**config.mk**
```make
export PLATFORM = sky130hd
export DESIGN_NAME = sd_dma_slave
export DESIGN_NICKNAME = d
export VERILOG_FILES = /design/src/rtl/sd_dma_slave.sv
export SDC_FILE = /design/constraint.sdc
export NUM_CORES = 1
export LEC_CHECK = 0
export CAP_MARGIN = 20
export CORE_MARGIN = 4
export CORE_UTILIZATION = 45
export DETAILED_ROUTE_END_ITERATION = 16
export GPL_TIMING_DRIVEN = 0
export SYNTH_ARGS = -nofsm -noshare
export SYNTH_HDL_FRONTEND = slang
export SYNTH_SLANG_ARGS = --single-unit
```
**constraint.sdc**
```tcl
create_clock -name clk -period 12.8 [get_ports clk]
set_clock_uncertainty 0.1 [all_clocks]
set_input_delay 2.56 -clock clk [delete_from_list [all_inputs] [get_ports clk]]
set_output_delay 2.56 -clock clk [all_outputs]
set_load 0.02 [all_outputs]
```
**src/rtl/sd_dma_slave.sv**
```systemverilog
// sd_dma_slave: register-programmed DMA that requests 512-byte SD sectors and
// streams each sector's 128 words through a FIFO into a memory master.
//
// Ports
//   clk, rst          : rising-edge clock, synchronous active-high reset
//   slv_*             : 4-word register slave (0 ADDR, 1 SECTOR, 2 COUNT, 3 CTRL/STATUS)
//   sd_cmd_*          : one-sector read command handshake
//   sd_data*, sd_error: SD word strobe (no backpressure) and error pulse
//   mem_*             : write-only memory master with waitrequest stall
//   irq               : completion / abort interrupt, only when SD_DMA_IRQ_EN is defined
//
// Optional feature macro: SD_DMA_IRQ_EN
module sd_dma_slave #(
    parameter int unsigned MEM_AW     = 28,
    parameter int unsigned FIFO_DEPTH = 16
) (
    input  logic              clk,
    input  logic              rst,
    input  logic [1:0]        slv_address,
    input  logic              slv_write,
    input  logic [31:0]       slv_writedata,
    input  logic              slv_read,
    output logic [31:0]       slv_readdata,
    output logic              slv_waitrequest,
    output logic              sd_cmd_valid,
    output logic [31:0]       sd_cmd_sector,
    input  logic              sd_cmd_ready,
    input  logic              sd_data_valid,
    input  logic [31:0]       sd_data,
    input  logic              sd_error,
    output logic [MEM_AW-1:0] mem_address,
    output logic              mem_write,
    output logic [31:0]       mem_writedata,
    output logic [3:0]        mem_byteenable,
    input  logic              mem_waitrequest
`ifdef SD_DMA_IRQ_EN
    ,
    output logic              irq
`endif
);

    localparam int unsigned PW           = $clog2(FIFO_DEPTH);
    localparam int unsigned SECTOR_WORDS = 128;
    localparam logic [PW:0] PTR_INC      = (PW+1)'(1);

    typedef enum logic [2:0] {IDLE, CMD, XFER, DRAIN, NEXT, DONE} state_t;

    state_t            r_state, w_state_nxt;
    logic [MEM_AW-1:0] r_addr;
    logic [31:0]       r_sector;
    logic [15:0]       r_count;
    logic              r_done, r_error, r_overflow, r_abort;
    logic [6:0]        r_wcnt;
    logic [31:0]       r_fifo [FIFO_DEPTH];
    logic [PW:0]       r_wr_ptr, r_rd_ptr;
    logic              r_mem_write;
    logic [31:0]       r_mem_wdata;
    logic [3:0]        r_mem_be;
    logic              r_cmd_valid;
    logic              r_rd_pending;
    logic [31:0]       r_rdata;

    logic              w_busy, w_waitreq, w_wr_en, w_start;
    logic              w_empty, w_full, w_push, w_pop, w_mem_acc, w_sd_err;
    logic [31:0]       w_rd_mux;

    assign w_busy    = (r_state != IDLE);
    // First read cycle is the wait state; writes stall for the whole transfer.
    assign w_waitreq = (slv_read && !r_rd_pending) || (slv_write && w_busy);
    assign w_wr_en   = slv_write && !w_waitreq;
    assign w_start   = w_wr_en && (slv_address == 2'd3) && (slv_writedata == 32'd2);

    assign w_empty   = (r_wr_ptr == r_rd_ptr);
    assign w_full    = (r_wr_ptr[PW] != r_rd_ptr[PW]) &&
                       (r_wr_ptr[PW-1:0] == r_rd_ptr[PW-1:0]);
    assign w_push    = (r_state == XFER) && sd_data_valid && !w_full;
    assign w_mem_acc = r_mem_write && !mem_waitrequest;
    // Load the next word whenever the output slot is free or being accepted.
    assign w_pop     = !w_empty && (!r_mem_write || !mem_waitrequest);
    assign w_sd_err  = sd_error &&
                       ((r_state == CMD) || (r_state == XFER) || (r_state == DRAIN));

    // State register
    always_ff @(posedge clk) begin
        if (rst) r_state <= IDLE;
        else     r_state <= w_state_nxt;
    end

    // Next-state logic
    always_comb begin
        w_state_nxt = r_state;
        case (r_state)
            IDLE:  if (w_start) w_state_nxt = (r_count == 16'd0) ? DONE : CMD;
            CMD: begin
                if (sd_error)          w_state_nxt = DRAIN;
                else if (sd_cmd_ready) w_state_nxt = XFER;
            end
            XFER: begin
                if (sd_error || (sd_data_valid && r_wcnt == 7'(SECTOR_WORDS - 1)))
                    w_state_nxt = DRAIN;
            end
            // Leave only once the FIFO and the output slot are both empty.
            DRAIN: if (w_empty && !r_mem_write)
                       w_state_nxt = (r_abort || sd_error) ? IDLE : NEXT;
            NEXT:  w_state_nxt = ((r_count - 16'd1) != 16'd0) ? CMD : DONE;
            DONE:  w_state_nxt = IDLE;
            default: w_state_nxt = IDLE;
        endcase
    end

    // Register readback mux
    always_comb begin
        w_rd_mux = 32'd0;
        case (slv_address)
            2'd0: w_rd_mux = 32'(r_addr);
            2'd1: w_rd_mux = r_sector;
            2'd2: w_rd_mux = {16'd0, r_count};
            2'd3: w_rd_mux = {r_count, 12'd0, r_overflow, r_error, r_done, w_busy};
            default: w_rd_mux = 32'd0;
        endcase
    end

    // Working registers, flags, FIFO pointers, memory master and slave read path
    always_ff @(posedge clk) begin
        if (rst) begin
            r_addr       <= '0;
            r_sector     <= '0;
            r_count      <= '0;
            r_done       <= 1'b0;
            r_error      <= 1'b0;
            r_overflow   <= 1'b0;
            r_abort      <= 1'b0;
            r_wcnt       <= '0;
            r_wr_ptr     <= '0;
            r_rd_ptr     <= '0;
            r_mem_write  <= 1'b0;
            r_mem_wdata  <= '0;
            r_mem_be     <= '0;
            r_cmd_valid  <= 1'b0;
            r_rd_pending <= 1'b0;
            r_rdata      <= '0;
        end else begin
            r_cmd_valid <= (w_state_nxt == CMD);

            if (w_wr_en) begin
                case (slv_address)
                    2'd0: r_addr   <= slv_writedata[MEM_AW-1:0];
                    2'd1: r_sector <= slv_writedata;
                    2'd2: r_count  <= slv_writedata[15:0];
                    default: ;
                endcase
            end
            if (w_start) begin
                r_done     <= 1'b0;
                r_error    <= 1'b0;
                r_overflow <= 1'b0;
                r_abort    <= 1'b0;
            end

            if (w_mem_acc) r_addr <= r_addr + MEM_AW'(4);

            if (r_state == NEXT) begin
                r_sector <= r_sector + 32'd1;
                r_count  <= r_count - 16'd1;
            end
            if (r_state == DONE) r_done <= 1'b1;

            // Dropped words still count toward the sector length.
            if (r_state == CMD) r_wcnt <= '0;
            if ((r_state == XFER) && sd_data_valid) begin
                r_wcnt <= r_wcnt + 7'd1;
                if (w_full) begin
                    r_overflow <= 1'b1;
                    r_error    <= 1'b1;
                end
            end
            if (w_sd_err) begin
                r_error <= 1'b1;
                r_abort <= 1'b1;
            end

            if (w_push) r_wr_ptr <= r_wr_ptr + PTR_INC;
            if (w_pop) begin
                r_rd_ptr    <= r_rd_ptr + PTR_INC;
                r_mem_write <= 1'b1;
                r_mem_wdata <= r_fifo[r_rd_ptr[PW-1:0]];
                r_mem_be    <= 4'hF;
            end else if (w_mem_acc) begin
                r_mem_write <= 1'b0;
            end

            if (slv_read && !r_rd_pending) begin
                r_rd_pending <= 1'b1;
                r_rdata      <= w_rd_mux;
            end else begin
                r_rd_pending <= 1'b0;
            end
        end
    end

    // FIFO storage
    always_ff @(posedge clk) begin
        if (w_push) r_fifo[r_wr_ptr[PW-1:0]] <= sd_data;
    end

`ifdef SD_DMA_IRQ_EN
    logic r_irq;
    // Set on completion or abort exit; set wins over a same-cycle STATUS read.
    always_ff @(posedge clk) begin
        if (rst)
            r_irq <= 1'b0;
        else if ((r_state == DONE) || ((r_state == DRAIN) && (w_state_nxt == IDLE) && (r_abort || sd_error)))
            r_irq <= 1'b1;
        else if (slv_read && r_rd_pending && (slv_address == 2'd3))
            r_irq <= 1'b0;
    end
    assign irq = r_irq;
`endif

    assign slv_readdata    = r_rdata;
    assign slv_waitrequest = w_waitreq;
    assign sd_cmd_valid    = r_cmd_valid;
    assign sd_cmd_sector   = r_sector;
    assign mem_address     = r_addr;
    assign mem_write       = r_mem_write;
    assign mem_writedata   = r_mem_wdata;
    assign mem_byteenable  = r_mem_be;

endmodule

```
# [Yosys cells after proc, flatten, opt, wreduce, memory -nomap -nowiden]
# Memory sizes are Yosys's and may differ from the RTL's. A register that Yosys moved wholly into a read port is not among the register bits.
# Index checks and enable logic that the tools add are counted.
[classes] mux=36 n_addsub=6 n_reduce_logical=42 n_eq_ne=14
[op_table] op="case mux 32 bit (4 select lines)" count=1
[op_table] op="two-way mux 32 bit" count=3
[op_table] op="two-way mux 28 bit" count=3
[op_table] op="two-way mux 16 bit" count=3
[op_table] op="adder 32 x 1 -> 32 bit, second input constant" count=1
[op_table] op="equality test 32 x 2 -> 1 bit, second input constant" count=1
[op_table] op="adder 28 x 3 -> 28 bit, second input constant" count=1
[op_table] op="two-way mux 3 bit" count=8
[op_table] op="nonzero test 2 bit" count=9
[op_table] op="logical NOT 16 bit" count=1
[op_table] op="nonzero test 16 bit" count=1
[op_table] op="subtractor 16 x 1 -> 16 bit, second input constant" count=1
[op_table] op="two-way mux 1 bit" count=15
[op_table] op="case mux 3 bit (5 select lines)" count=1
[op_table] op="two-way mux 7 bit" count=2
[op_table] op="logical AND 1 bit" count=13
[op_table] op="adder 5 x 1 -> 5 bit, second input constant" count=2
[op_table] op="adder 7 x 1 -> 7 bit, second input constant" count=1
[op_table] op="equality test 7 bit, second input constant" count=1
[op_table] op="equality test 3 x 1 -> 1 bit, second input constant" count=2
[op_table] op="equality test 3 x 2 -> 1 bit, second input constant" count=2
[op_table] op="equality test 3 bit, second input constant" count=2
[op_table] op="logical NOT 1 bit" count=6
[op_table] op="logical OR 1 bit" count=6
[op_table] op="other kinds (9)" count=12
[word_totals] register_bits=136 mem_count=1 ram_bits=512 word_cells=115 out_inout_bits=131 input_bits=74
[memory_table] memory="r_fifo" words=16 word_bits=32 read_ports=1 rd_clocked_by_memory_dff=1 write_ports=1 line="54" source="logic [31:0] r_fifo [FIFO_DEPTH];"

# [Logic depth before layout (Yosys ltp)]
# Gate-level depths: netlist of run 1.
[logic_depth] ltp_word=11 mapped_depth=9

# [Worst setup path after synthesis of run 1]
# Ideal clock, no wire load.
[synth_timing] path_kind="input to output" start="input slv_read" end="output slv_waitrequest" n_path_buf=2 arrival_time_ps=3440 required_time_ps=10140 stages=4 slack_ps=6700 cell_sequence="nand2b_1 -> clkbuf_1 -> buf_1 -> nand2_1"
[synth_via] elab_chain_cells=2
[synth_lines] item="from (decl)" line="22" source="input logic slv_read,"
[synth_lines] item="logical AND 1 bit" line="69" source="assign w_waitreq = (slv_read && !r_rd_pending) || (slv_write && w_busy);"
[synth_lines] item="logical OR 1 bit" line="69"
[synth_lines] item="to (decl)" line="24" source="output logic slv_waitrequest,"
# No other way between the ends.

# [Worst setup path in the final report of run 1]
# Ends and elaborated chain as after synthesis.

==> flow_summary.json, run 1 <==
{
  "synth.cell_area_sq_mm": 0.0278,
  "finalSetupViolations": 0,
  "hold_buffers": 0,
  "num_antenna_cells": 0,
  "grt_max_degree": 22,
  "worstPathArrival_ns": 4.99,
  "cts_tree": "done",
  "cts_inserted_buffers": 73,
  "drt_wl_total_um": 82600,
  "combPwrFrac_pct": 8.5,
  "grt_pass1_wl_um": 122000,
  "synth-edff-count": 512,
  "via_per_inst": 6.15,
  "rsz0062_at_grt": "false",
  "rr_endpoint": "r_fifo[0][0]",
  "insertion_delay_ns": 0.61,
  "ir_drop_v": 0.0000967,
  "synth_fp_nets": 1897,
  "maxCapViolCount": 0,
  "hpwlAfterDp_um": 56600,
  "post-cts-setup-buffers": 0,
  "tns_ns": 0,
  "fin_nets": 2205,
  "required_ns": 10.14,
  "clock_path_buffers": 3,
  "coreArea_sq_mm": 0.0607,
  "place_congestion": 0.966,
  "fmax_mhz": 131,
  "drt_iter0_drc": 1990,
  "holdPathStages": 2,
  "crit_fanout": 10,
  "clkTransAtPathRegs_ns": 0.05,
  "synth_area_per_cell_sq_um": 15.3,
  "wl_met1_um": 34700,
  "highest_layer": "met5",
  "power_per_cell_area_mw_per_mm2": 146,
  "die_w_um": 256,
  "antenna_left": 0,
  "portBuffers": 203,
  "route.met3.wl_um": 6720,
  "start_util_pct": 45.7,
  "min_from": "r_abort",
  "status": "finished, final reports clean",
  "r2r_setup_slack_ns": 9.39,
  "rr_worst_depth": 7,
  "pwr-share-clk_pct": 41.4,
  "die_y_um": 256,
  "grt_usage_pct": 24.8,
  "pwr-share-seq_pct": 50.0,
  "drive_gt1_share_pct": 17.3,
  "cts_resized": 0,
  "antenna_found_initial": 1,
  "wl_per_cell_um": 27.9,
  "htree_levels": 3,
  "fin_crit_sh_pct": 59.8,
  "syn2layout_area_growth_pct": 21.2,
  "ys_types": 81,
  "placed_area_sq_mm": 0.0313,
  "hp-class": "register to register",
  "switchingPower_uw": 1150,
  "p_int_uw": 3770,
  "grt.overflow.total": 0,
  "yosysWarnings": 0,
  "worst_slew_pin_slew_ns": 1.06,
  "grt_pass1_vias": 18200,
  "syn_inst": 1813,
  "cts-root-buf": "clkbuf_16",
  "stdcell_area_sq_mm": 0.0336,
  "die_area_sq_mm": 0.0657,
  "route.detailed.drc": 0,
  "clkSinkCount": 680,
  "ios": 205,
  "slew_violations": 0,
  "hold_viol": 0,
  "startpoint_type": "input pin",
  "route.vias.total": 18200,
  "switching_share_pct": 23.3,
  "power.leakage_uw": 0.0107,
  "async_reset_ff_share_pct": 0,
  "synth-main-ff-cell": "edfxtp_1",
  "whs_ns": 0.358,
  "period_minus_slack_ns": 7.65,
  "drt-pass1-iter-count": 8,
  "holdPathEnd": "r_abort",
  "timing.rr.start": "r_state[1]",
  "slew_headroom_pct": 29.2,
  "path_class": "input pin to output pin",
  "synth_seq_cells": 680,
  "dr_wl_met2_um": 38900,
  "rows": 90,
  "ys_seq_area_share_pct": 67.5,
  "endpoint_kind": "output pin"
}
==> metrics by stage <==
step | power, uW | cells | worst slack [ns] | util (%)
floorplan | 2700 | 1813 | 6.70 | -
global placement | 2920 | 2798 | 3.11 | 50.7
detailed placement | 2930 | 2828 | 5.18 | 51.6
CTS | 4950 | 2962 | 5.17 | 55.4
global route | 5080 | 2962 | 5.05 | 55.4
finish | 4920 | 2962 | 5.15 | 55.4
==> cell usage in the layout, fill, tap and decap left out, drive strengths merged, types with 4 or more instances in the layout <==
cell | Yosys | final
a221oi | 60 | 60
nor2b | 10 | 10
nor2 | 140 | 140
clkbuf | 68 | 169
clkdlybuf4s50 | 0 | 203
nor3 | 53 | 53
and2 | 9 | 9
o211ai | 9 | 9
inv | 9 | 13
ha | 10 | 10
o21ai | 46 | 46
mux4 | 132 | 132
edfxtp | 512 | 512
or2 | 7 | 7
a211oi | 17 | 17
nand4 | 23 | 23
dfxtp | 168 | 168
a31oi | 18 | 18
a2bb2oi | 10 | 10
and4 | 10 | 10
a311oi | 10 | 10
nand3b | 36 | 36
and3 | 11 | 11
nand2 | 109 | 109
nor4 | 16 | 16
mux2i | 4 | 4
or3 | 9 | 9
a21oi | 66 | 66
clkinv | 0 | 25
xor2 | 14 | 14
nand2b | 11 | 11
nand3 | 49 | 49
a22o | 32 | 32
buf | 51 | 81
a22oi | 5 | 5
nor3b | 5 | 5
mux2 | 32 | 32
xnor2 | 7 | 7
==> how the worst max path moves through the flow <==
stage,start,to,cells past startpoint
3_5_place_dp,slv_read,slv_waitrequest,6
2_1_floorplan,slv_read,slv_waitrequest,4
3_3_place_gp,sd_data_valid,r_fifo[3][7],5
5_1_grt,slv_read,slv_waitrequest,6
6_report,slv_read,slv_waitrequest,6
4_1_cts,slv_read,slv_waitrequest,6
==> worst max-delay path: stages <==
cell and delay [ns]:
clkdlybuf4s50_1 0.46, nand2b_1 0.18, clkbuf_1 0.43, buf_1 0.55, nand2_1 0.22, clkdlybuf4s50_1 0.59
==> layout make-up <==
| cell class | instances | area, sq um |
|---|---|---|
| Sequential cell | 680 | 18700 |
| Inverter | 9 | 33.8 |
| Clock inverter | 33 | 285 |
| Timing Repair Buffer | 233 | 2490 |
| Clock buffer | 101 | 2020 |
| Buffer | 119 | 533 |
| Tap cell | 782 | 978 |
| Multi-Input combinational cell | 1005 | 8570 |
| Fill cell | 4801 | 27100 |
==> power groups by stage <==
stage | Clock, uW | Combinational, uW | Sequential [uW]
floorplan | 0 | 159 | 2540
global placement | 0 | 415 | 2510
detailed placement | 0 | 419 | 2510
CTS | 2070 | 420 | 2460
global route | 2170 | 444 | 2470
finish | 2040 | 419 | 2460
==> cell usage after synthesis, types with 4 or more instances <==
| library cell | n | area share (%) |
|---|---|---|
| or3_1 | 8 | 0.18 |
| a22oi_1 | 5 | 0.14 |
| a31oi_1 | 18 | 0.41 |
| xnor2_1 | 7 | 0.22 |
| a22o_1 | 32 | 1.0 |
| o21ai_1 | 37 | 0.67 |
| and3_1 | 11 | 0.25 |
| a211oi_1 | 17 | 0.46 |
| a2bb2oi_1 | 10 | 0.32 |
| and2_1 | 9 | 0.20 |
| mux2_2 | 31 | 1.3 |
| inv_1 | 9 | 0.12 |
| nand4_1 | 21 | 0.47 |
| nand3b_1 | 36 | 0.97 |
| dfxtp_1 | 168 | 12 |
| nor2_1 | 139 | 1.9 |
| o21ai_0 | 9 | 0.16 |
| a221oi_1 | 60 | 1.9 |
| a311oi_1 | 10 | 0.32 |
| mux4_2 | 131 | 11 |
| a21oi_1 | 65 | 1.2 |
| mux2i_1 | 4 | 0.14 |
| ha_1 | 10 | 0.45 |
| nand3_1 | 46 | 0.83 |
| buf_4 | 11 | 0.30 |
| nor2b_1 | 10 | 0.23 |
| xor2_1 | 14 | 0.44 |
| nand2_1 | 107 | 1.4 |
| buf_1 | 9 | 0.12 |
| nor4_1 | 15 | 0.34 |
| o211ai_1 | 9 | 0.24 |
| clkbuf_1 | 68 | 0.92 |
| buf_2 | 30 | 0.54 |
| nand2b_1 | 11 | 0.25 |
| and4_1 | 10 | 0.32 |
| edfxtp_1 | 512 | 55 |
| nor3_1 | 49 | 0.88 |
==> registers in the layout, summed over array words and instances (netlist names), 3 cells and up <==
signal         cells
slv_readdata      32
r_fifo           512
r_rd_ptr           5
r_wcnt             7
mem_address       28
r_state            3
mem_writedata     32
r_count           16
sd_cmd_sector     32
r_wr_ptr           5
==> layer usage <==
layer / global-route usage [%] / vias to the layer above
met1: 35.3 / 9366
li1: - / 7872
met5: 0 / -
met4: 7.12 / 2
met2: 39.3 / 815
met3: 4.61 / 160
==> cell families after synthesis <==
family,after synthesis,synth area share [%]
DFF,680,67.5
buffers and inverters,128,2.04
and+or+nand+nor,511,9.67
AOI/OAI and AO/OA,295,7.51
adders and majority gates,10,0.451
xor gates and xnor gates,21,0.663
muxes,168,12.2
Note: power is estimated with default switching activity, not from simulation.
==> run 2, diff against run 1 <==
clock period = 7.5 ns   (was 12.8 ns; I/O delays follow)
==> results of run 2 <==
Same layout as run 1 (identical final DEF). Status: finished, final reports clean.
Main changes from that run: setup slack after placement 5.18 ns -> 2.00 ns; setup slack after layout 5.15 ns -> 1.97 ns; register-to-register setup slack 9.39 ns -> 4.09 ns; total power 4920 uW -> 8400 uW; worst IR drop on VDD 0.0000967 V -> 0.000165 V
